File: src/rtl/uart_rx_cfg.sv
// UART receiver: 2-flop rx synchroniser, mid-bit oversampling, glitch-rejecting
// start detect, optional parity, 1/2 stop bits, LSB/MSB-first data order.
// Ports: clk, rst (async, active-high), rx (serial in), s_tick (oversample en),
//        dout (last word), rx_done (1-clk pulse), parity_err, frame_err, break_det.
module uart_rx_cfg #(
  parameter int DATA_BITS  = 8,
  parameter int OVERSAMPLE = 16,
  parameter int PARITY_EN  = 0,
  parameter int PARITY_ODD = 0,
  parameter int STOP_BITS  = 1,
  parameter int LSB_FIRST  = 1
) (
  input  logic                 clk,
  input  logic                 rst,
  input  logic                 rx,
  input  logic                 s_tick,
  output logic [DATA_BITS-1:0] dout,
  output logic                 rx_done,
  output logic                 parity_err,
  output logic                 frame_err,
  output logic                 break_det
);

  localparam int SW = $clog2(OVERSAMPLE);
  localparam int NW = $clog2(DATA_BITS + 1);
  localparam logic [SW-1:0] S_MID = SW'(OVERSAMPLE / 2 - 1);
  localparam logic [SW-1:0] S_END = SW'(OVERSAMPLE - 1);
  localparam logic [NW-1:0] N_LAST = NW'(DATA_BITS - 1);
  localparam logic [NW-1:0] N_STOP = NW'(STOP_BITS - 1);
  localparam bit PEN = (PARITY_EN != 0);
  localparam bit ODD = (PARITY_ODD != 0);

  typedef enum logic [2:0] {
    IDLE,
    START,
    DATA,
    PARITY,
    STOP,
    BRK_WAIT
  } state_t;

  state_t               r_state;
  logic                 r_sync1;
  logic                 r_sync2;
  logic [SW-1:0]        r_s;
  logic [NW-1:0]        r_n;
  logic [DATA_BITS-1:0] r_sh;
  logic                 r_par_bit;
  logic                 r_stop_bad;
  logic [DATA_BITS-1:0] r_dout;
  logic                 r_rx_done;
  logic                 r_par_err;
  logic                 r_frame_err;
  logic                 r_break;

  state_t               w_state_nx;
  logic [SW-1:0]        w_s_nx;
  logic [NW-1:0]        w_n_nx;
  logic [DATA_BITS-1:0] w_sh_nx;
  logic                 w_par_nx;
  logic                 w_stop_nx;
  logic                 w_done;
  logic                 w_rx_s;
  logic [DATA_BITS-1:0] w_shift;
  logic                 w_stop_fin;
  logic                 w_par_bad;
  logic                 w_brk;

  assign w_rx_s = r_sync2;

  // New bit enters at the end that ends up holding the first-received bit
  // in dout[0] (LSB-first) or dout[DATA_BITS-1] (MSB-first).
  assign w_shift = (LSB_FIRST != 0) ?
    {w_rx_s, r_sh[DATA_BITS-1:1]} :
    {r_sh[DATA_BITS-2:0], w_rx_s};

  // Stop status including the sample being taken on the completing tick.
  assign w_stop_fin = r_stop_bad | ~w_rx_s;
  assign w_par_bad  = PEN && (((^r_sh) ^ r_par_bit) != ODD);
  assign w_brk      = w_stop_fin && (r_sh == '0) &&
                      (!PEN || !r_par_bit);

  always_comb begin
    w_state_nx = r_state;
    w_s_nx     = r_s;
    w_n_nx     = r_n;
    w_sh_nx    = r_sh;
    w_par_nx   = r_par_bit;
    w_stop_nx  = r_stop_bad;
    w_done     = 1'b0;
    unique case (r_state)
      IDLE: begin
        if (!w_rx_s) begin
          w_state_nx = START;
          w_s_nx     = '0;
        end
      end
      START: begin
        if (s_tick) begin
          if (r_s == S_MID) begin
            if (!w_rx_s) begin
              w_state_nx = DATA;
              w_s_nx     = '0;
              w_n_nx     = '0;
              w_par_nx   = 1'b0;
              w_stop_nx  = 1'b0;
            end else begin
              w_state_nx = IDLE;
            end
          end else begin
            w_s_nx = r_s + 1'b1;
          end
        end
      end
      DATA: begin
        if (s_tick) begin
          if (r_s == S_END) begin
            w_sh_nx = w_shift;
            w_s_nx  = '0;
            if (r_n == N_LAST) begin
              w_n_nx     = '0;
              w_state_nx = PEN ? PARITY : STOP;
            end else begin
              w_n_nx = r_n + 1'b1;
            end
          end else begin
            w_s_nx = r_s + 1'b1;
          end
        end
      end
      PARITY: begin
        if (s_tick) begin
          if (r_s == S_END) begin
            w_par_nx   = w_rx_s;
            w_s_nx     = '0;
            w_state_nx = STOP;
          end else begin
            w_s_nx = r_s + 1'b1;
          end
        end
      end
      STOP: begin
        if (s_tick) begin
          if (r_s == S_END) begin
            w_s_nx    = '0;
            w_stop_nx = w_stop_fin;
            if (r_n == N_STOP) begin
              // Leaving at mid-stop lets an abutting start bit be caught.
              w_done     = 1'b1;
              w_n_nx     = '0;
              w_state_nx = w_brk ? BRK_WAIT : IDLE;
            end else begin
              w_n_nx = r_n + 1'b1;
            end
          end else begin
            w_s_nx = r_s + 1'b1;
          end
        end
      end
      BRK_WAIT: begin
        if (w_rx_s) begin
          w_state_nx = IDLE;
        end
      end
      default: begin
        w_state_nx = IDLE;
      end
    endcase
  end

  always_ff @(posedge clk or posedge rst) begin
    if (rst) begin
      r_sync1     <= 1'b1;
      r_sync2     <= 1'b1;
      r_state     <= IDLE;
      r_s         <= '0;
      r_n         <= '0;
      r_sh        <= '0;
      r_par_bit   <= 1'b0;
      r_stop_bad  <= 1'b0;
      r_dout      <= '0;
      r_rx_done   <= 1'b0;
      r_par_err   <= 1'b0;
      r_frame_err <= 1'b0;
      r_break     <= 1'b0;
    end else begin
      r_sync1    <= rx;
      r_sync2    <= r_sync1;
      r_state    <= w_state_nx;
      r_s        <= w_s_nx;
      r_n        <= w_n_nx;
      r_sh       <= w_sh_nx;
      r_par_bit  <= w_par_nx;
      r_stop_bad <= w_stop_nx;
      r_rx_done  <= w_done;
      if (w_done) begin
        r_dout      <= r_sh;
        r_par_err   <= w_par_bad;
        r_frame_err <= w_stop_fin;
        r_break     <= w_brk;
      end
    end
  end

  assign dout       = r_dout;
  assign rx_done    = r_rx_done;
  assign parity_err = r_par_err;
  assign frame_err  = r_frame_err;
  assign break_det  = r_break;

endmodule

File: config.mk
export PLATFORM = sky130hd
export DESIGN_NAME = uart_rx_cfg
export DESIGN_NICKNAME = d
export VERILOG_FILES = /design/src/rtl/uart_rx_cfg.sv
export SDC_FILE = /design/constraint.sdc
export NUM_CORES = 1
export LEC_CHECK = 0
export ABC_AREA = 1
export BUFFER_PORTS_ARGS = -buffer_cell sky130_fd_sc_hd__buf_2
export CAP_MARGIN = 5
export CORE_MARGIN = 4
export CORE_UTILIZATION = 45
export CTS_CLUSTER_SIZE = 16
export DETAILED_ROUTE_END_ITERATION = 8
export PLACE_DENSITY_LB_ADDON = 0.25
export SLEW_MARGIN = 40
export SYNTH_ARGS = -nofsm -noshare
export SYNTH_HDL_FRONTEND = slang
export SYNTH_SLANG_ARGS = --single-unit
File: constraint.sdc
create_clock -name clk -period 3.4 [get_ports clk]
set_input_delay 0.17 -clock clk [delete_from_list [all_inputs] [get_ports clk]]
set_output_delay 0.17 -clock clk [all_outputs]
set_load 0.03 [all_outputs]
---- Yosys cells after proc, flatten, opt, wreduce, memory -nomap -nowiden ----
Index checks and enable logic that the tools add are counted.
word-level totals
  memories kept ........................... 0
  bits in writable memories ............... 0
  flip-flop bits (word level) ............. 33
  word-level logic and storage cells ...... 91
  bits in latches ......................... 0
  ROM bits ................................ 0
operators by class
  shift-type cells ........................ 0
  equal/unequal tests ..................... 22
  add/subtract/negate cells ............... 2
  bitwise gates (word level) .............. 2
  divide/modulo/power cells ............... 0
  multipliers ............................. 0
  reductions and logical operators ........ 13
  multiplexer cells ....................... 41
  $lt $le $gt $ge ......................... 0
operator list
  cell                                                                      count
  4-bit 2-to-1 mux                                                          14
  3-bit 2-to-1 mux                                                          13
  2-bit inequality test (second input constant)                             13
  4-bit one-hot mux with 3 select lines                                     2
  3-bit one-hot mux with 6 select lines                                     1
  12-bit AND reduction                                                      1
  1-bit 2-to-1 mux                                                          9
  4-bit by 1-bit adder with 4-bit output (second input constant)            2
  4-bit by 3-bit equality test with 1-bit output (second input constant)    2
  8-bit logical NOT                                                         1
  8-bit AND reduction                                                       1
  3-bit by 2-bit equality test with 1-bit output (second input constant)    2
  3-bit equality test (second input constant)                               2
  3-bit AND reduction                                                       2
  6-bit AND reduction                                                       1
  3-bit nonzero test                                                        2
  4-bit equality test (second input constant)                               1
  4-bit logical NOT                                                         1
  3-bit by 1-bit equality test with 1-bit output (second input constant)    1
  3-bit logical NOT                                                         1
  3-bit OR reduction                                                        1
  2-bit 2-to-1 mux                                                          1
  2-bit by 1-bit inequality test with 1-bit output (second input constant)  1
  1-bit one-hot mux with 2 select lines                                     1
  other kinds (4)                                                           4

---- Longest topological paths before layout ----
Gate-level depths: netlist of run 1.
  word-level depth ........................ 8
  depth in mapped cells ................... 9

---- Least setup slack after synthesis of run 1 ----
No wires, ideal clock.
  path kind ............................... reg-to-reg
  start ................................... register r_s[0]
  end ..................................... register r_sh[7]
  cell stages (with the launch flop) ...... 10
  period minus slack after synthesis ...... 1.447 ns
  library setup time ...................... 0.125 ns
  required time ........................... 3.275 ns
  data arrival time ....................... 1.321 ns
  slack ................................... 1.953 ns
  path through ............................ dfrtp_1 -> ha_1 -> nand2_1 -> inv_2 -> nand2_2 -> nor2_2 -> nand3_2 -> buf_2 -> nand2_1 -> o21ai_1
between the ends
  cells in the longest elaborated chain, start to end .. 2
ends and longest elaborated chain
  item                           line  source
  from (decl)                    45    logic [SW-1:0] r_s;
  from (signal assigned)         190   r_s <= w_s_nx;
  4-bit equality test            117   if (r_s == S_END) begin
  3-bit AND reduction (no line)  n/a
  to (signal assigned)           192   r_sh <= w_sh_nx;
  to (decl)                      47    logic [DATA_BITS-1:0] r_sh;
Every way passes these cells.
A chain may end at the register's enable or synchronous reset.

---- Worst setup path after layout of run 1 ----
  start ................................... register r_s[0]
  end ..................................... register r_dout[5] (netlist: dout[5])
between the ends
  cells in the longest elaborated chain, start to end .. 4
ends and longest elaborated chain
  item                  line  source
  4-bit equality test   144   if (r_s == S_END) begin
  1-bit 2-to-1 mux      144
  1-bit 2-to-1 mux      143   if (s_tick) begin
  1-bit 2-to-1 mux      91    unique case (r_state)
  to (signal assigned)  197   r_dout <= r_sh;
  to (decl)             50    logic [DATA_BITS-1:0] r_dout;
Every way passes these cells.

==> results.md, run 1 <==
* Power Dens Cells at 692 nW/um^2
* CTS sink count at 33
* Detailed placer's ending HPWL at 2540 um
* Iter 0 DRT Violations at 215
* Unrepaired setup endpoints after global routing: no
* ANT cells at 0
* Area Growth Syn to Fin at 12.7%
* Post-Syn Instances at 231
* WP data arrival at 2.12 ns
* Max-cap violations at 0
* Final hold vios at 0
* Pins Over Slew Limit at 0
* Clock buffer depth at 2
* Syn avg cell area at 7.86 um^2
* CTS tree: built
* Slowest stage delay, CP at 0.49 ns
* Sequential area share after synthesis at 45.6%
* Yosys warnings at 0
* Pin count of the biggest net entering global routing at 34
* Cell depth of the worst setup path at 8
* Skew final at 0.00520 ns
* First-pass GRT wire length at 6320 um
* Drt pass-1 iters at 4
* FFs w/ async S/R, synth at 100%
* Final Setup Violations at 0
* Nets at 258
* Ys flop type: dfrtp_1
* Slew headroom at 54.2%
* Layout cells sized above 1 at 21.8%
* Row count at 22
* Vias in the first global route at 1407
* Avg WL per Cell at 11.4 um
* Setup ws final at 1.43 ns
* LEAKAGE at 1.05 nW
* I/O pins at 16
* Starting density of the core at 48.2%
* RR Startpoint: r_s[0]
* Core area at 3770 um^2
* Crit path cell chain: ha_1 > nand2_1 > inv_2 > nand2_2 > nor2_2 > nand3_1 > nand2_1 > o21ai_1
* Worst setup startpoint: r_s[0]
* Die area at 5120 um^2
* GP Congestion at 0.834
* Cell taking the most area after synthesis: dfrtp_1
* R2R Path End: dout[5]
* DRC at 0
* Yosys cell types at 31
* Global-route usage over all layers at 15.4%
* Reg2reg setup slack at 1.43 ns
* Post-DRT Antenna Nets at 0
* DR vias/cell at 5.04
* Max IR drop VDD at 0.365 mV
* Synth top area cells: dfrtp_1 43%, nand2_1 13%, o21ai_1 7.2%
* Run status: finished clean
* Port-buffer cells at 14
* CTS root buf: clkbuf_8
* Via count at 1512
* Clk_lat worst skew at 0.28 ns
* Max H-tree Level at 2
* Final wirelength at 3430 um
* Most Frequent Cell on Critical Path: nand2_1
* Synth top area share at 42.7%
* Crit path capture: dout[5]
* Critical Path RT at 3.54 ns
* GRT overflow at 0
* Die Width at 71.5 um
* Synthesized flop and latch total at 33
* CP Max Fanout at 20
* Min Tclk post-route at 1.97 ns
* Worst-Margin Slew at 0.684 ns
* Worst setup EP type: flop
* Num CTS Buffers at 5
* WP buf/inv at 1
* Clock-pin slew on the worst setup and hold paths at 0.07 ns
* Mapped Nets at 238
* Period utilization at 58.0%
* Postcts setup bufs at 0
* Post-synth EDFFs at 0
* Worst Reg2Reg Path Length in Cells at 8
* Post-synth top cells: 62 x nand2_1, 31 x dfrtp_1, 26 x o21ai_1
* Pre-CTS setup slack at 1.40 ns
* Worst Hold Class: input port to flop
* CP max stage cell: nand3_1
* Synthesized area at 1820 um^2
* CP delay by family, top: simple AND/OR/NAND/NOR gates
* CP Class: flop to flop
* Antenna violations before repair at 0
* Fmax at 507 MHz
* Die height at 71.5 um
* Startpoint Class: flop
* Setup TNS at 0 ns
* Top-count cell post-synth: nand2_1
cells in the final DEF (no fill, tap or decap), drive strengths merged:
| master | netlist | layout |
|---|---|---|
| a21boi | 1 | 1 |
| a21oi | 2 | 2 |
| buf | 4 | 15 |
| clkbuf | 0 | 6 |
| clkinv | 0 | 2 |
| conb | 1 | 1 |
| dfrtp | 31 | 31 |
| dfstp | 2 | 2 |
| dlygate4sd3 | 0 | 2 |
| ha | 3 | 3 |
| inv | 27 | 27 |
| nand2 | 74 | 74 |
| nand3 | 22 | 22 |
| nand3b | 1 | 1 |
| nand4 | 1 | 1 |
| nor2 | 27 | 27 |
| nor3 | 1 | 1 |
| nor4 | 1 | 1 |
| o21ai | 30 | 30 |
| o31ai | 1 | 1 |
| xor2 | 2 | 2 |
tightest hold or removal path, stage by stage:
cell and delay, ns:
buf_2 0.13, nand3_1 0.08, o21ai_1 0.06
state kept, by name (all words and copies together), names as in the netlist:
register    flops
r_sync2         1
r_n             4
dout            8
r_state         3
rx_done         1
r_sync1         1
break_det       1
r_s             4
frame_err       1
r_sh            8
r_stop_bad      1
final cells by class:
type                    instances  area, um^2
clock buffers                   6        82.6
clock inverters                 2        13.8
fillers                       360        1720
inverters                      27         104
multi-input cells             167         862
flip-flops and latches         33         828
well taps                      48        60.1
repair buffers                 17        97.6
per-layer routing:
metal / track usage (%) / up-vias / part of all wire, % / wire length [um]
li1: - / 779 / - / -
met1: 21.8 / 702 / 49 / 1670
met2: 23.3 / 29 / 47 / 1600
met3: 3.93 / 2 / 3.8 / 130
met4: 4.59 / 0 / 0.64 / 22
met5: 0 / - / 0 / 0
what timing repair did:
| action | 4_1_cts | 5_1_grt |
|---|---|---|
| hold endpoints to repair | 32 | 0 |
| resized for setup | 0 | 0 |
| hold buffers | 2 | 0 |
how the worst min path moves through the flow:
stage / startpoint / to / slack, ns / depth (start not counted)
floorplan: rx / r_sync1 / 0.17 / 0
global placement: rst / r_state[0] / 0.28 / 3
detailed placement: rst / r_state[0] / 0.28 / 3
CTS: s_tick / r_stop_bad / 0.20 / 3
global route: s_tick / r_stop_bad / 0.21 / 3
finish: s_tick / r_stop_bad / 0.20 / 3
power breakdown:
part | internal (W) | leakage [nW] | switching, W | total, W
clock network | 0.000164 | 0.0512 | 0.000144 | 0.000308
logic | 0.000204 | 0.548 | 0.000403 | 0.000606
registers | 0.000437 | 0.449 | 0.0000669 | 0.000504
total | 0.000805 | 1.05 | 0.000613 | 0.00142
cells by family after synthesis:
logic type / synth area share (%)
fa+ha+maj: 2.07
other cells: 0.206
flops: 45.6
compound gates: 10.5
simple gates: 33.7
buf+inv: 6.96
xor+xnor: 0.964
through the flow:
stage / instance area (um^2) / std cells / total power (W) / utilization, % / hold WS, ns
2_1_floorplan: 1820 / 231 / 0.00100 / - / 0.174
3_3_place_gp: 1930 / 290 / 0.00111 / 51.2 / 0.275
3_5_place_dp: 1930 / 290 / 0.00111 / 51.2 / 0.277
4_1_cts: 2050 / 300 / 0.00143 / 54.3 / 0.197
5_1_grt: 2050 / 300 / 0.00155 / 54.3 / 0.209
6_report: 2050 / 300 / 0.00142 / 54.3 / 0.198
Note: power is estimated with default switching activity, not from simulation.
==> run 2: changes to the inputs <==
- ABC_AREA: 1 -> 0
- clock period: 3.4 -> 1.97 ns (I/O delays scaled with it)
==> results.md, run 2 <==
* Run status: finished clean
* Unrepaired setup endpoints after global routing: yes
* Die height at 69.6 um (-2.8%)
* Fmax at 531 MHz (+4.8%)
* Starting density of the core at 46.6% (-1.6 points)
* Post-Syn Instances at 154 (-33%)
* DRC at 0 (unchanged)
* Clock buffer depth at 2 (unchanged)
* Post-synthesis mux area share at 11.8% (+12 points)
* Nets at 180 (-30%)
* Xor/xnor cell area share of the yosys netlist at 1.03% (+0.063 points)
* Largest family of logic cells by synthesized area: compound AO/OA/AOI/OAI gates
* Max-cap violations at 0 (unchanged)
* Worst setup EP type: flop
* WP buf/inv at 1 (unchanged)
* Cell taking the most area after synthesis: dfrtp_1
* CP Class: flop to flop
* Startpoint Class: flop
* CTS sink count at 33 (unchanged)
* Synth top area cells: dfrtp_1 45%, mux2_1 11%, dfstp_2 3.1%
* WP data arrival at 2.05 ns (-0.07 ns)
* CTS tree: built
* Highest-count cells in the layout ignoring fill and taps: 31 x dfrtp_1, 16 x mux2_1, 14 x buf_2
* Pins Over Slew Limit at 0 (unchanged)
* Synth top area share at 45.5% (+2.8 points)
* Sequential area share after synthesis at 48.6% (+3.0 points)
* Clk_lat worst skew at 0.29 ns (about the same)
* Combinational power share at 27.0% (-16 points)
* Fraction of the mapped netlist area in adder cells at 2.20% (+0.13 points)
* Top-count cell post-synth: dfrtp_1
* First-pass GRT wire length at 6040 um (-4.4%)
* Avg WL per Cell at 14.8 um (+30%)
* Critical Path RT at 2.14 ns (-1.40 ns)
* Mapped Nets at 161 (-32%)
* Clock power share at 29.6% (+7.9 points)
* LEAKAGE at 0.940 nW (-10%)
* Post-synth EDFFs at 0 (unchanged)
* ANT cells at 0 (unchanged)
* Setup TNS at 0 ns (unchanged)
* Crit path cell chain: inv_1 > ha_1 > or3b_4 > a32oi_2 > o211ai_4 > o21ai_1 > o41ai_2
* Synthesized area at 1710 um^2 (-6.1%)
* P_int at 0.00128 W (+59%)
* Core area at 3660 um^2 (-2.9%)
* CTS root buf: clkbuf_8
* Via count at 1236 (-18%)
* Layout cells sized above 1 at 24.1% (+2.3 points)
* NetSw at 0.000608 W (-0.80%)
* GRT busiest layer: met2
* Met1 usage at 19.4% (-2.5 points)
* Switching Share at 32.3% (-11 points)
* CP Max Fanout at 6 (-70%)
* Synth Area in Compound Gates at 16.1% (+5.7 points)
* Min Tclk post-route at 1.88 ns (-0.0907 ns)
* CP max stage cell: dfrtp_1
* Slowest stage delay, CP at 0.43 ns (-0.06 ns)
* Fill cell count at 333 (-7.5%)
* Period utilization at 95.5% (+38 points)
* Global-route usage over all layers at 15.5% (+0.079 points)
* Simple-gate area share of the yosys netlist at 15.3% (-18 points)
* Iter 0 DRT Violations at 59 (-73%)
* Ys flop type: dfrtp_1
* Multi-input gate area at 808 um^2 (-6.2%)
* Met2 usage at 25.1% (+1.8 points)
* Clock-pin slew on the worst setup and hold paths at 0.07 ns (about the same)
* DR vias/cell at 5.57 (+10%)
* Skew final at 0.00759 ns (+0.00239 ns)
* Post-DRT Antenna Nets at 0 (unchanged)
* Most common cell after layout, fill and taps aside: dfrtp_1
* Yosys warnings at 0 (unchanged)
* Final hold vios at 0 (unchanged)
* Met3 Track Usage GR at 3.91% (-0.014 points)
* GP Congestion at 0.840 (+0.76%)
* FFs w/ async S/R, synth at 100% (unchanged)
* Num CTS Buffers at 5 (unchanged)
* Power Dens Cells at 966 nW/um^2 (+40%)
* Die area at 4840 um^2 (-5.5%)
* Synthesized flop and latch total at 33 (unchanged)
* Flop pwr share at 43.4% (+7.9 points)
* Drt pass-1 iters at 4 (unchanged)
* Final Setup Violations at 0 (unchanged)
* Die Width at 69.6 um (-2.8%)
* Syn avg cell area at 11.1 um^2 (+41%)
* CP delay by family, top: compound AO/OA/AOI/OAI gates
* Row count at 22 (unchanged)
* Vias in the first global route at 1283 (-8.8%)
* Min Hold Slack at 0.166 ns (-0.0314 ns)
* GRT overflow at 0 (unchanged)
* Setup ws final at 0.0877 ns (-1.34 ns)
* Port-buffer cells at 14 (unchanged)
* Antenna violations before repair at 0 (unchanged)
* FF/Latch Area at 828 um^2 (unchanged)
* Post-synth top cells: 31 x dfrtp_1, 16 x mux2_1, 10 x o21ai_1
* Postcts setup bufs at 0 (unchanged)
* Pin count of the biggest net entering global routing at 34 (unchanged)
* Detailed placer's ending HPWL at 2370 um (-6.7%)
* Pre-CTS setup slack at 0.0897 ns (-1.31 ns)
* Worst Hold Class: input port to flop
* I/O pins at 16 (unchanged)
* Area Growth Syn to Fin at 14.5%
* Max H-tree Level at 2 (unchanged)
* Max IR drop VDD at 0.652 mV (+79%)
* Final wirelength at 3290 um (-3.9%)
* Yosys cell types at 47 (+52%)
[run 2: changes by cell type after synthesis, moves of 10 or more]
cell and change:
nand2_1 -56, nor2_1 -13, o21ai_1 -16, nand2_2 -10, nand3_1 -16, inv_1 -13, mux2_1 +16
[run 2: power by group through the flow]
stage               registers [W]  clock network (W)  logic, W
floorplan                0.000784                  0  0.000422
global placement         0.000822                  0  0.000469
detailed placement       0.000826                  0  0.000490
CTS                      0.000814           0.000573  0.000495
global route             0.000829           0.000609  0.000570
finish                   0.000819           0.000559  0.000508
[run 2: cell type report]
cell class / instances / share of cell area, %
well taps: 48 / 3.08
multi-input cells: 105 / 41.4
clock inverters: 1 / 0.256
clock buffers: 7 / 4.94
flip-flops and latches: 33 / 42.4
inverters: 7 / 1.35
repair buffers: 21 / 6.54
[run 2: cell families after synthesis]
family | after synthesis
other cells | 1
xor+xnor | 2
compound gates | 37
fa+ha+maj | 3
simple gates | 44
flops | 33
buf+inv | 16
mux | 18
[run 2: final timing paths]
path / startpoint / endpoint / slack (ns) / depth (start not counted)
worst max-delay path: r_n[0] / r_state[1] / 0.09 / 7
worst min-delay path: s_tick / r_s[2] / 0.17 / 3
worst max register to register: r_n[0] / r_state[1] / 0.09 / 7
worst min register to register: r_sync1 / r_sync2 / 0.36 / 0
max in group asynchronous: rst / r_sync2 / 1.20 / 4
min in group asynchronous: rst / rx_done / 0.44 / 4
[run 2: worst reg2reg max path: stages, from the launching register on]
cell	delay [ns]
dfrtp_1	0.43
inv_1	0.07
ha_1	0.13
or3b_4	0.39
a32oi_2	0.32
o211ai_4	0.16
o21ai_1	0.18
o41ai_2	0.09
[run 2: layer usage]
layer | share of wire (%) | wire length, um
met1 | 47 | 1560
met2 | 48 | 1570
met3 | 2.9 | 94
met4 | 2.0 | 65
met5 | 0 | 0
[run 2: what timing repair did]
| item | 4_1_cts | 5_1_grt |
|---|---|---|
| resized for setup | 0 | 2 |
| hold buffers | 2 | 0 |
| endpoints found under the hold margin | 32 | 0 |
| endpoints found under the setup margin | 0 | 6 |
[run 2: metrics by stage]
step	cells	utilization [%]	power (W)	cell area, um^2
after floorplan	154	-	0.00121	1710
after global placement	212	49.7	0.00129	1820
after detailed placement	212	49.7	0.00132	1820
after CTS	222	53.0	0.00188	1940
after global routing	222	53.3	0.00201	1950
final	222	53.3	0.00189	1950
